--- src/rtl/tm1640_pkg.sv ---
// tm1640_pkg: shared constants, state encoding and byte selection for the TM1640 writer.
package tm1640_pkg;
    localparam logic [7:0] CMD_DATA_FIXED = 8'h44;
    localparam logic [7:0] POS_CMD_ONLY = 8'hFF;
    localparam int PHASES_CMD = 20;
    localparam int PHASES_SEG = 36;
    localparam int PHASES_DATA = 57;

    typedef enum logic [2:0] {IDLE, START, BIT_LO, BIT_HI, STOP0, STOP1, STOP2, GAP} state_t;

    // Byte 0 is the lone command byte of the first segment; bytes 1..2 form the data segment.
    function automatic logic [7:0] seg_byte(input logic [1:0] idx, input logic [7:0] p, input logic [7:0] v);
        return idx == 2'd1 ? p : idx == 2'd2 ? v : (p == POS_CMD_ONLY ? v : CMD_DATA_FIXED);
    endfunction
endpackage

--- src/rtl/tm1640_writer_phase_timer.sv ---
// phase_timer: CLK_DIV-cycle down-counter giving a one-cycle phase_end pulse; restart begins a fresh phase.
module phase_timer #(
    parameter int CLK_DIV = 25
) (
    input  logic CLK,
    input  logic RST,
    input  logic restart,
    output logic phase_end
);
    localparam logic [15:0] RELOAD = 16'(CLK_DIV - 1);

    logic [15:0] cnt_q, cnt_d;

    always_comb begin
        cnt_d = (restart || cnt_q == 16'd0) ? RELOAD : cnt_q - 16'd1;
    end

    assign phase_end = cnt_q == 16'd0;

    always_ff @(posedge CLK) begin
        if (RST) cnt_q <= 16'd0;
        else cnt_q <= cnt_d;
    end
endmodule

--- src/rtl/tm1640_writer.sv ---
// tm1640_writer: serialises one TM1640 command-only or fixed-address data write per accepted request.
module tm1640_writer
    import tm1640_pkg::*;
#(
    parameter int CLK_DIV = 25
) (
    input  logic       CLK,
    input  logic       RST,
    input  logic       valid,
    input  logic [7:0] pos,
    input  logic [7:0] value,
    output logic       o_SCLK,
    output logic       o_DIN,
    output logic       busy
);
    state_t state_q, state_d;
    logic [1:0] byte_q, byte_d;
    logic [2:0] bit_q, bit_d;
    logic [7:0] pos_q, pos_d, value_q, value_d, cur;
    logic busy_q, busy_d, sclk_q, sclk_d, din_q, din_d;
    logic restart, phase_end;

    phase_timer #(.CLK_DIV(CLK_DIV)) u_timer (
        .CLK(CLK),
        .RST(RST),
        .restart(restart),
        .phase_end(phase_end)
    );

    always_comb begin
        state_d = state_q;
        byte_d = byte_q;
        bit_d = bit_q;
        pos_d = pos_q;
        value_d = value_q;
        busy_d = busy_q;
        restart = 1'b0;
        if (state_q == IDLE) begin
            if (valid) begin
                state_d = START;
                pos_d = pos;
                value_d = value;
                busy_d = 1'b1;
                restart = 1'b1;
            end
        end else if (phase_end) begin
            case (state_q)
                START: state_d = BIT_LO;
                BIT_LO: state_d = BIT_HI;
                BIT_HI: begin
                    bit_d = bit_q + 3'd1;
                    state_d = (bit_q != 3'd7 || byte_q == 2'd1) ? BIT_LO : STOP0;
                    byte_d = (bit_q == 3'd7 && byte_q == 2'd1) ? 2'd2 : byte_q;
                end
                STOP0: state_d = STOP1;
                STOP1: state_d = STOP2;
                STOP2: begin
                    // The data segment follows only after the fixed-address command segment.
                    if (pos_q != POS_CMD_ONLY && byte_q == 2'd0) begin
                        state_d = GAP;
                        byte_d = 2'd1;
                    end else begin
                        state_d = IDLE;
                        busy_d = 1'b0;
                        byte_d = 2'd0;
                    end
                end
                GAP: state_d = START;
                default: state_d = IDLE;
            endcase
        end
        cur = seg_byte(byte_d, pos_d, value_d);
        sclk_d = !(state_d == BIT_LO || state_d == STOP0);
        din_d = (state_d == BIT_LO || state_d == BIT_HI) ? cur[bit_d]
              : !(state_d == START || state_d == STOP0 || state_d == STOP1);
    end

    always_ff @(posedge CLK) begin
        if (RST) begin
            state_q <= IDLE;
            byte_q <= 2'd0;
            bit_q <= 3'd0;
            pos_q <= 8'd0;
            value_q <= 8'd0;
            busy_q <= 1'b0;
            sclk_q <= 1'b1;
            din_q <= 1'b1;
        end else begin
            state_q <= state_d;
            byte_q <= byte_d;
            bit_q <= bit_d;
            pos_q <= pos_d;
            value_q <= value_d;
            busy_q <= busy_d;
            sclk_q <= sclk_d;
            din_q <= din_d;
        end
    end

    assign o_SCLK = sclk_q;
    assign o_DIN = din_q;
    assign busy = busy_q;
endmodule

--- config.mk ---
export PLATFORM = sky130hd
export DESIGN_NAME = tm1640_writer
export DESIGN_NICKNAME = d
export VERILOG_FILES = /design/src/rtl/tm1640_pkg.sv /design/src/rtl/tm1640_writer_phase_timer.sv /design/src/rtl/tm1640_writer.sv
export SDC_FILE = /design/constraint.sdc
export NUM_CORES = 1
export LEC_CHECK = 0
export ABC_AREA = 1
export BUFFER_PORTS_ARGS = -buffer_cell sky130_fd_sc_hd__buf_2
export CORE_AREA = 2 2 70 72
export DETAILED_ROUTE_END_ITERATION = 10
export DIE_AREA = 0 0 72 74
export GPL_ROUTABILITY_DRIVEN = 1
export PLACE_DENSITY = 0.73
export SLEW_MARGIN = 20
export SYNTH_ARGS = -nofsm -noshare
export SYNTH_HDL_FRONTEND = slang
export SYNTH_SLANG_ARGS = --single-unit
--- constraint.sdc ---
create_clock -name CLK -period 3.95 [get_ports CLK]
set_input_delay 0 -clock CLK [delete_from_list [all_inputs] [get_ports CLK]]
set_output_delay 0 -clock CLK [all_outputs]
set_load 0.02 [all_outputs]
======== Word level (Yosys, flattened, before mapping) ========
Index checks and enable logic that the tools add are counted.
cells by class
  multiplexer cells ....................... 32
  equal/unequal tests ..................... 21
  reductions and logical operators ........ 17
  order comparisons ....................... 1
  add/sub/neg operators ................... 2
operators by type and width
  cell                     number
  $mux W8                  7
  $mux W3                  8
  $eq A3 B3 Y1 const B     7
  $pmux W3 S7              1
  $logic_not A16 Y1        1
  $sub A16 B1 Y16 const B  1
  $eq A3 B2 Y1 const B     4
  $mux W1                  10
  $eq A8 B8 Y1 const B     1
  $ne A8 B8 Y1 const B     1
  $eq A3 B1 Y1 const B     2
  $logic_or A1 B1 Y1       6
  $mux W2                  3
  $mux W5                  1
  $eq A2 B1 Y1 const B     2
  $lt A3 B4 Y1 const B     1
  $ne A2 B2 Y1 const B     2
  $pmux W2 S2              1
  $reduce_and A4 Y1        1
  $reduce_bool A2 Y1       2
  $add A3 B1 Y3 const B    1
  $bmux W1 S3              1
  $logic_not A3 Y1         1
  $ne A3 B3 Y1 const B     1
  5 further kinds          7
storage, ports and cells
  flip-flop bits (word level) ............. 43
  bits of input ports ..................... 19
  word-level logic and storage cells ...... 83

======== Logic depth before layout (Yosys ltp) ========
Gate-level depths: netlist of the first run.
  word-level depth ........................ 12
  gate-level depth with buffers ........... 17

======== Modules after synthesis ========
From an unflattened synthesis of the first run, not the netlist that was laid out.
second synthesis, totals
  cells, all modules ...................... 381
  area, all modules ....................... 2432.3 um^2
modules (own cells, without submodules)
  module         cells an instance  area each (um^2)  times used
  tm1640_writer  243                1545.2            1
  phase_timer    138                887.1             1

======== Least setup slack after synthesis of the first run ========
Ideal clock, no wire load.
  path kind ............................... register -> register
  start ................................... reg u_timer.cnt_q[0]
  end ..................................... reg din_q, in the netlist o_DIN
  library setup time ...................... 0.123 ns
  stages on the path, launching flop included .. 17
  required time ........................... 3.827 ns
  path slack .............................. 2.236 ns
  path buffers ............................ 0
  period minus slack after synthesis ...... 1.714 ns
  data arrival time ....................... 1.591 ns
  cells stage by stage .................... dfxtp_1 > inv_1 > ha_1 > inv_1 > nor2_1 > nand4_1 > nor2_4 > nand2_1 > clkinv_1 > nand2_1 > nand2_1 > nand2_1 > inv_2 > nand2_1 > a21oi_1 > or2_1 > nand3_1
between the ends
  cells in the longest elaborated chain, start to end .. 9
ends and longest elaborated chain
  element                        RTL line                         source
  start, declared                tm1640_writer_phase_timer.sv:12  logic [15:0] cnt_q, cnt_d;
  start signal, assigned         tm1640_writer_phase_timer.sv:22  else cnt_q <= cnt_d;
  $logic_not A16 Y1 *            tm1640_writer_phase_timer.sv:18  assign phase_end = cnt_q == 16'd0;
  $mux W2                        tm1640_writer.sv:46              end else if (phase_end) begin
  $mux W2                        tm1640_writer.sv:38              if (state_q == IDLE) begin
  $eq A2 B2 Y1                   tm1640_pkg.sv:13                 return idx == 2'd1 ? p : idx == 2'd2 ? v : (p == POS_CMD_ONLY ? v : CMD_DATA_FIXED);
  $mux W8 (2 in a row)           tm1640_pkg.sv:13
  $bmux W1 S3                    tm1640_writer.sv:74              din_d = (state_d == BIT_LO || state_d == BIT_HI) ? cur[bit_d]
  $mux W1 (not written as such)  tm1640_writer.sv:74
  $mux W1 *                      tm1640_writer.sv:74
  end signal, assigned           tm1640_writer.sv:96              din_q <= din_d;
  end, declared                  tm1640_writer.sv:20              logic busy_q, busy_d, sclk_q, sclk_d, din_q, din_d;
Every way passes the cells marked *; elsewhere a longest branch is shown, timed or not. The select of a mux whose other input is x is not followed.
A chain may end at the register's enable or synchronous reset.

======== Worst setup path in the final report of the first run ========
  start ................................... reg state_q[1]
  end ..................................... reg din_q, in the netlist o_DIN
between the ends
  cells in the longest elaborated chain, start to end .. 10
ends and longest elaborated chain
  element                                       RTL line             source
  start, declared                               tm1640_writer.sv:16  state_t state_q, state_d;
  start signal, assigned                        tm1640_writer.sv:89  state_q <= state_d;
  $eq A3 B3 Y1 or $eq A3 B2 Y1 (tied branches)  tm1640_writer.sv:47  case (state_q)
  $pmux W2 S2                                   tm1640_writer.sv:47
  $mux W2                                       tm1640_writer.sv:46
  $mux W2                                       tm1640_writer.sv:38
  $eq A2 B2 Y1                                  tm1640_pkg.sv:13
  $mux W8 (2 in a row)                          tm1640_pkg.sv:13
  $bmux W1 S3                                   tm1640_writer.sv:74
  $mux W1 (not written as such)                 tm1640_writer.sv:74
  $mux W1 *                                     tm1640_writer.sv:74
Marked as above.

==> flow_summary.yaml, run 1 <==
run_status:
  outcome: "finished, final reports clean"
floorplanning:
  die_h_um: 74
  die_w_um: 72
  core_um2: 4598
  io-pin-count: 22
  die_area_um2: 5328
  start_util_pct: 53.28
  num_rows: 25
hold_path:
  whs_path_depth: 5
  whs_endpoint: "value_q[1]"
  min_from: "value[1]"
  hold_class: "in -> reg"
pwr:
  power.total_uw: 2415
  p_leak_uw: 0.001338
  ir_drop_mv: 0.3648
  power_density_nw_per_um2: 903.4
worst_setup_path:
  worstPathArrival_ns: 2.30
  critical_path.startpoint_type: "register"
  regToRegStartpoint: "state_q[1]"
  regToRegSetupSlack_ns: 1.83
  critical-path-top-cell-by-count: "nand2_1"
  cp_cell_sequence: "nor2_4, nand3_4, o21ai_0, nand2_1, nor2_1, nand2_1, nand2_2, nand2_1, nand2_1, nand3_1, nand2_1, nand2_1, nand2_1, nand3_1"
  critPathMaxFanout: 24
  critical_path_buf_inv_count: 0
  max_stage_delay_ns: 0.42
  cp_slowest_cell: "dfxtp_1"
  crit_path_end_kind: "register"
  required_ns: 4.13
  worst-r2r-cell-count: 14
  reg2reg_to: "o_DIN"
  timing_worst_setup_path_type: "reg -> reg"
  crit_start: "state_q[1]"
  cp_top_family: "simple AND/OR/NAND/NOR gates"
logic_synthesis:
  yosysSeqAreaShare_pct: 35.14
  synth_cell_types: 35
  synth-edff-count: 0
  ys.flop_type: "dfxtp_1"
  syn-instance-count: 374
  synth_area_um2: 2450
  synth-seq-cells: 43
  ys_async_sr_fraction_pct: 0
  synth_area_per_cell_um2: 6.550
  synth_warnings: 0
  syn_nets: 397
sta:
  maxSlewHeadroom_pct: 66.91
  setup_tns_ns: 0
  setup_slack_ns: 1.830
  fin_crit_ns: 2.120
  fin_skew_ns: 0.01042
  rsz0062_at_grt: "no"
  max_clock_freq_mhz: 471.7
  worstMarginPinSlew_ns: 0.4925
  finalSetupViolCount: 0
  post-route-period-util_pct: 53.67
  finalHoldViolCount: 0
  drv_slew: 0
clock_network:
  cts-resized-gates: 0
  root_buffer: "clkbuf_8"
  numCtsBuffers: 5
  cts_setup_buffers: 0
  htreeDepth: 2
  clk_pin_slew_ns: 0.08
  cts_tree: "built"
  clkLatencyLatePin_ns: 0.29
  cts_max_path_buffers: 2
  clock-sinks: 43
detailed_routing:
  avgViaCountPerCell: 5.024
  vias: 2261
  drc: 0
  first_pass_iters: 4
  drt-total-wl_mm: 4.837
  ant_nets: 0
  drt-initial-drc-count: 98
  routedWlPerCell_um: 10.75
grt:
  grt_max_degree: 26
  grt_pass1_vias: 2047
  grtUsageTotal_pct: 20.09
  grt_pass1_wl_mm: 8.556
  antenna_found_initial: 0
  grt-ovfl-total: 0
place:
  hpwlAfterDp_mm: 3.679
  port_buffers: 21
  post-place-ws_ns: 1.856
  dp_cells: 441
  place_congestion: 0.8516
final_layout:
  final_nets: 419
  diodes: 0
  final_util_pct: 58.15
  final_cells: 450
  drive_gt1_share_pct: 16.67
  area_growth_pct: 9.142
  nFillCells: 439
flow_run:
  drv_cap: 0
[cells in the mapped netlist, drive strengths merged, types with 4 or more instances]
master,number,area (um^2)
ha,4,50.05
nand3,35,197.7
a21oi,11,55.05
dfxtp,43,860.8
or2,6,37.54
nor3,6,35.03
nand2,103,414.2
nor2,58,247.7
xor2,4,35.03
buf,5,45.04
inv,59,221.5
o21ai,22,128.9
[metal layers]
metal | global-route usage, % | up-vias | routed length [um]
li1 | - | 1213 | -
met1 | 27.09 | 1009 | 2498
met2 | 33.13 | 35 | 2134
met3 | 4.065 | 4 | 160
met4 | 5.451 | 0 | 44
met5 | 0 | - | 0
[flip-flops by register name (all words and copies together) (netlist names)]
name / count
state_q: 3
o_SCLK: 1
bit_q: 3
u_timer.cnt_q: 16
o_DIN: 1
pos_q: 8
busy: 1
value_q: 8
byte_q: 2
[power by group]
part           switching, uW  internal [uW]  total, uW
combinational            955            490       1440
sequential               110            582        692
clock                    141            137        278
[area by class of cell]
cell class | instances | area, um^2 | share of cell area, %
clock buffer | 6 | 82.58 | 3.088
tap | 54 | 67.56 | 2.527
clock inverter | 1 | 5.005 | 0.1872
timing repair buffer | 23 | 125.1 | 4.679
multi-input combinational | 262 | 1304 | 48.76
sequential | 43 | 860.8 | 32.19
inverter | 61 | 229.0 | 8.563
[per-stage QoR]
stage | hold slack, ns | instance area [um^2]
6_report | 0.06101 | 2674
5_1_grt | 0.07633 | 2674
4_1_cts | 0.05822 | 2674
3_5_place_dp | 0.2717 | 2566
3_3_place_gp | 0.2632 | 2566
2_1_floorplan | 0.1632 | 2450
[worst max-delay path by stage]
| stage | cells after the start | to | slack [ns] |
|---|---|---|---|
| after floorplan | 16 | o_DIN | 2.24 |
| after global placement | 14 | o_DIN | 1.86 |
| after detailed placement | 14 | o_DIN | 1.86 |
| after CTS | 14 | o_DIN | 1.83 |
| after global routing | 14 | o_DIN | 1.62 |
| final | 14 | o_DIN | 1.83 |
[cells by family after synthesis]
kind of cell               after synthesis  share of synthesized area [%]
AOI/OAI and AO/OA                       40                          9.704
xor gates and xnor gates                 4                          1.430
adders and majority gates                4                          2.043
buffers and inverters                   69                          11.64
DFF                                     43                          35.14
muxes                                    3                          1.226
and+or+nand+nor                        211                          38.82
[cell usage in the layout (no fill, tap or decap), drive strengths merged, types with 3 or more instances in the layout]
cell	count
xor2	4
dfxtp	43
nand3	35
nor2	58
inv	59
clkinv	3
a21oi	11
nand4	3
or2	6
mux2i	3
nor3	6
buf	21
nand2	103
clkbuf	6
ha	4
o21ai	22
[worst register-to-register path, stage by stage (launching register included)]
cell and delay (ns):
dfxtp_1 0.42, nor2_4 0.15, nand3_4 0.27, o21ai_0 0.33, nand2_1 0.10, nor2_1 0.11, nand2_1 0.07, nand2_2 0.11
nand2_1 0.06, nand2_1 0.06, nand3_1 0.07, nand2_1 0.07, nand2_1 0.09, nand2_1 0.07, nand3_1 0.05
[timing repair]
action                                  CTS  global route
hold buffers                              2             0
endpoints found under the hold margin     2             0
endpoints found under the setup margin    0             0
Note: power is estimated with default switching activity, not from simulation.
==> inputs of run 2 (changes only) <==
==> constraint.sdc (replaced) <==
create_clock -name CLK -period 2.2 [get_ports CLK]
set_input_delay 0 -clock CLK [delete_from_list [all_inputs] [get_ports CLK]]
set_output_delay 0 -clock CLK [all_outputs]
set_load 0.02 [all_outputs]
==> flow_summary.yaml, run 2 (synthesis results as in run 1) <==
pwr:
  ir_drop_mv: 0.8262
  pwr-share-seq_pct: 27.8
  p_int_uw: 2257
  power_density_nw_per_um2: 1646
  swShare_pct: 49.83
  clockPowerShare_pct: 12.1
  pwr-share-comb_pct: 60.1
  p_switching_uw: 2242
  p_leak_uw: 0.001360
place:
  hpwlAfterDp_mm: 3.721
  place_congestion: 0.8640
  post-place-ws_ns: 0.1267
  port_buffers: 21
final_layout:
  largest_reg_flops: 16
  layout_common_cells: "nand2_1, nor2_1, inv_1"
  regArea_um2: 862.1
  nFillCells: 437
  drive_gt1_share_pct: 17.75
  diodes: 0
  area_growth_pct: 11.54
  final_nets: 422
  largest-register: "u_timer.cnt_q"
  largest_registers: "u_timer.cnt_q x16, pos_q x8, value_q x8"
  final_common_cell: "nand2_1"
  multi_input_area_um2: 1331
detailed_routing:
  drc: 0
  first_pass_iters: 4
  routedWlPerCell_um: 11.30
  avgViaCountPerCell: 5.011
  drt-initial-drc-count: 166
  drt-total-wl_mm: 5.130
  ant_nets: 0
  vias: 2275
sta:
  post-route-period-util_pct: 90.54
  finalHoldViolCount: 0
  drv_slew: 0
  fin_crit_ns: 1.992
  worstMarginPinSlew_ns: 0.4750
  max_clock_freq_mhz: 502.1
  holdWs_ns: 0.02316
  setup_tns_ns: 0
  fin_skew_ns: 0.004358
  finalSetupViolCount: 0
  maxSlewHeadroom_pct: 68.26
  setup_slack_ns: 0.2082
worst_setup_path:
  cp_cell_sequence: "inv_1, ha_1, nand2_1, nor2_1, nand3_2, nand2_4, inv_2, nand3_1, nand2_1, nand2_1, nand3_1, nand2_1, nand2_1, nand2_1, nand3_1"
  critPathMaxFanout: 7
  cp_slowest_cell: "dfxtp_1"
  max_stage_delay_ns: 0.31
  crit_start: "u_timer.cnt_q[0]"
  required_ns: 2.38
  regToRegStartpoint: "u_timer.cnt_q[0]"
  regToRegSetupSlack_ns: 0.21
  critical-path-top-cell-by-count: "nand2_1"
  worstPathArrival_ns: 2.17
  timing_worst_setup_path_type: "reg -> reg"
  crit_path_end_kind: "register"
  critical_path.startpoint_type: "register"
run_status:
  outcome: "finished, final reports clean"
hold_path:
  min_from: "RST"
  hold_class: "in -> reg"
clock_network:
  cts_tree: "built"
  numCtsBuffers: 5
  clkLatencyLatePin_ns: 0.29
  htreeDepth: 2
  root_buffer: "clkbuf_8"
  clock-sinks: 43
  clk_pin_slew_ns: 0.08
  cts_max_path_buffers: 2
floorplanning:
  die_w_um: 72
  die_h_um: 74
  die_area_um2: 5328
  start_util_pct: 53.28
  core_um2: 4598
  num_rows: 25
  io-pin-count: 22
grt:
  grt_pass1_vias: 2026
  grt_pass1_wl_mm: 8.480
  grt-ovfl-total: 0
  grt_max_degree: 25
  antenna_found_initial: 0
  grtUsageTotal_pct: 20.29
flow_run:
  drv_cap: 0
==> run 2: what timing repair did <==
item / 4_1_cts / 5_1_grt
gates resized for setup: 0 / 6
setup buffers: 0 / 0
hold endpoints to repair: 2 / 0
hold buffers: 2 / 0
setup endpoints to repair: 0 / 1
==> run 2: stage by stage <==
step / utilization (%) / area [um^2] / cells / total power, uW
2_1_floorplan: - / 2450 / 374 / 3402
3_3_place_gp: 56.14 / 2581 / 443 / 3831
3_5_place_dp: 56.14 / 2581 / 443 / 3861
4_1_cts: 58.75 / 2701 / 453 / 4432
5_1_grt: 59.43 / 2733 / 454 / 4970
6_report: 59.43 / 2733 / 454 / 4499
==> run 2: final cells by class <==
cell class	count	share of cell area, %
clock buffer	8	3.663
sequential	43	31.55
tap	54	2.473
timing repair buffer	25	5.128
multi-input combinational	263	48.72
inverter	61	8.471
==> run 2: worst paths after layout <==
kind                      endpoint  cells past startpoint
setup / recovery             o_DIN                     15
hold / removal               o_DIN                      3
setup reg to reg             o_DIN                     15
hold reg to reg   u_timer.cnt_q[0]                      1
==> run 2: critical path, delay by kind of cell, from the launching register on <==
| family | cells | cell delay, ns |
|---|---|---|
| adders and majority gates | 1 | 0.20 |
| buffers and inverters | 2 | 0.19 |
| DFF | 1 | 0.31 |
| and+or+nand+nor | 12 | 1.17 |
==> run 2: metal layers <==
metal	part of all wire (%)	GRT usage, %	wire, um	vias to the layer above
li1	-	-	-	1219
met1	50	26.67	2542	1003
met4	1.3	7.338	68	0
met5	0	0	0	-
met2	45	34.05	2318	46
met3	3.9	3.252	201	7
==> run 2: power groups by stage <==
stage / clock network (uW) / logic [uW] / registers, uW
after global routing: 592 / 3090 / 1290
after global placement: 0 / 2580 / 1250
after detailed placement: 0 / 2600 / 1260
after CTS: 563 / 2630 / 1240
final: 545 / 2700 / 1250
after floorplan: 0 / 2170 / 1230
==> inputs of run 3 (changes only) <==
--- a/config.mk
+++ b/config.mk
@@ -11,6 +11,7 @@
 export DETAILED_ROUTE_END_ITERATION = 10
 export DIE_AREA = 0 0 72 74
 export GPL_ROUTABILITY_DRIVEN = 1
+export GPL_TIMING_DRIVEN = 0
 export PLACE_DENSITY = 0.73
 export SLEW_MARGIN = 20
 export SYNTH_ARGS = -nofsm -noshare
==> flow_summary.yaml, run 3 (synthesis results as in run 1) <==
run_status:
  outcome: "finished, final reports clean"
final_layout:
  area_growth_pct: 13.23
  multi_input_area_um2: 1321
  final_common_cell: "nand2_1"
  final_area_um2: 2774
  diodes: 0
  largest_registers: "u_timer.cnt_q x16, pos_q x8, value_q x8"
  largest_reg_flops: 16
  largest-register: "u_timer.cnt_q"
  nFillCells: 474
  final_nets: 429
  regArea_um2: 860.8
  drive_gt1_share_pct: 18.92
  layout_common_cells: "nand2_1, nor2_1, inv_1, dfxtp_1, nand3_1"
grt:
  grtUsageTotal_pct: 20.83
  antenna_found_initial: 0
  grt_pass1_vias: 2081
  grt_pass1_wl_mm: 8.887
  grt-ovfl-total: 0
  grt_max_degree: 15
place:
  place_congestion: 0.9092
  port_buffers: 20
  hpwlAfterDp_mm: 3.841
  place_area_um2: 2618
sta:
  max_clock_freq_mhz: 519.6
  setup_tns_ns: 0
  fin_crit_ns: 1.925
  finalSetupViolCount: 0
  post-route-period-util_pct: 87.49
  maxSlewHeadroom_pct: 64.64
  drv_slew: 0
  fin_skew_ns: 0.01075
  rsz0062_at_grt: "no"
  worstMarginPinSlew_ns: 0.5264
  finalHoldViolCount: 0
detailed_routing:
  drc: 0
  avgViaCountPerCell: 5.026
  routedWlPerCell_um: 10.87
  drt-total-wl_mm: 5.011
  first_pass_iters: 4
  drt-initial-drc-count: 116
  vias: 2317
  ant_nets: 0
clock_network:
  clk_pin_slew_ns: 0.09
  numCtsBuffers: 5
  clkLatencyLatePin_ns: 0.30
  htreeDepth: 2
  cts_tree: "built"
  root_buffer: "clkbuf_8"
  clock-sinks: 43
  cts_max_path_buffers: 2
pwr:
  power_density_nw_per_um2: 1650
  ir_drop_mv: 0.7561
  p_leak_uw: 0.001378
floorplanning:
  io-pin-count: 22
  core_um2: 4598
  die_area_um2: 5328
  num_rows: 25
  die_w_um: 72
  die_h_um: 74
  start_util_pct: 53.28
worst_setup_path:
  required_ns: 2.38
  max_stage_delay_ns: 0.44
  critPathMaxFanout: 4
  cp_top_family: "simple AND/OR/NAND/NOR gates"
  worstPathArrival_ns: 2.10
  crit_path_end_kind: "register"
  critical_path.startpoint_type: "register"
  cp_slowest_cell: "nor3_1"
  timing_worst_setup_path_type: "reg -> reg"
  critical_path_buf_inv_count: 2
  cp_cell_sequence: "inv_2, ha_1, inv_1, nor3_1, nand2_1, nor3_1, nand2_1, o21ai_0, a21oi_1"
flow_run:
  drv_cap: 0
hold_path:
  hold_class: "in -> reg"
==> run 3: tightest hold or removal path, cell delays in order <==
cell	delay (ns)
buf_2	0.08
inv_1	0.03
nand2_1	0.05
o21ai_1	0.07
nor2_1	0.08
==> run 3: power by group <==
| group | leakage [uW] | internal, uW | total (uW) | switching, uW |
|---|---|---|---|---|
| registers | 0.000353 | 1040 | 1230 | 189 |
| clock network | 0.0000474 | 256 | 539 | 283 |
| logic | 0.000977 | 1010 | 2800 | 1790 |
==> run 3: final cells by class <==
| class | instances | share of cell area [%] |
|---|---|---|
| inverter | 61 | 8.254 |
| clock buffer | 6 | 2.977 |
| clock inverter | 2 | 0.5864 |
| multi-input combinational | 262 | 47.63 |
| buffer | 8 | 2.030 |
| sequential | 43 | 31.03 |
| timing repair buffer | 25 | 5.052 |
| tap | 54 | 2.436 |
==> run 3: worst paths after layout <==
kind | to | cells after the start | slack (ns) | startpoint
min reg2reg | u_timer.cnt_q[0] | 1 | 0.44 | u_timer.cnt_q[0]
max reg2reg | u_timer.cnt_q[14] | 9 | 0.28 | u_timer.cnt_q[0]
min | value_q[1] | 5 | 0.02 | value[1]
max | u_timer.cnt_q[14] | 9 | 0.28 | u_timer.cnt_q[0]
==> run 3: per-stage QoR <==
step	cells	util (%)	power, uW	hold WS (ns)	setup WS [ns]
2_1_floorplan	374	-	3402	0.1632	0.4860
3_3_place_gp	448	56.93	3879	0.2719	0.2033
3_5_place_dp	448	56.93	3915	0.2783	0.1867
4_1_cts	458	59.51	4469	0.02596	0.1687
5_1_grt	461	60.33	5089	0.06671	0.01981
6_report	461	60.33	4577	0.02262	0.2753
==> run 3: routing by layer <==
layer	track usage (%)	vias up	part of all wire (%)
met4	6.289	0	1.5
met2	34.05	45	44
li1	-	1237	-
met3	4.336	11	4.0
met1	27.99	1024	50
met5	0	-	0
==> run 3: timing repair <==
item | 4_1_cts | 5_1_grt
endpoints found under the setup margin | 0 | 1
gates resized for setup | 0 | 6
hold buffers | 2 | 0
setup buffers | 0 | 3
hold endpoints to repair | 2 | 0
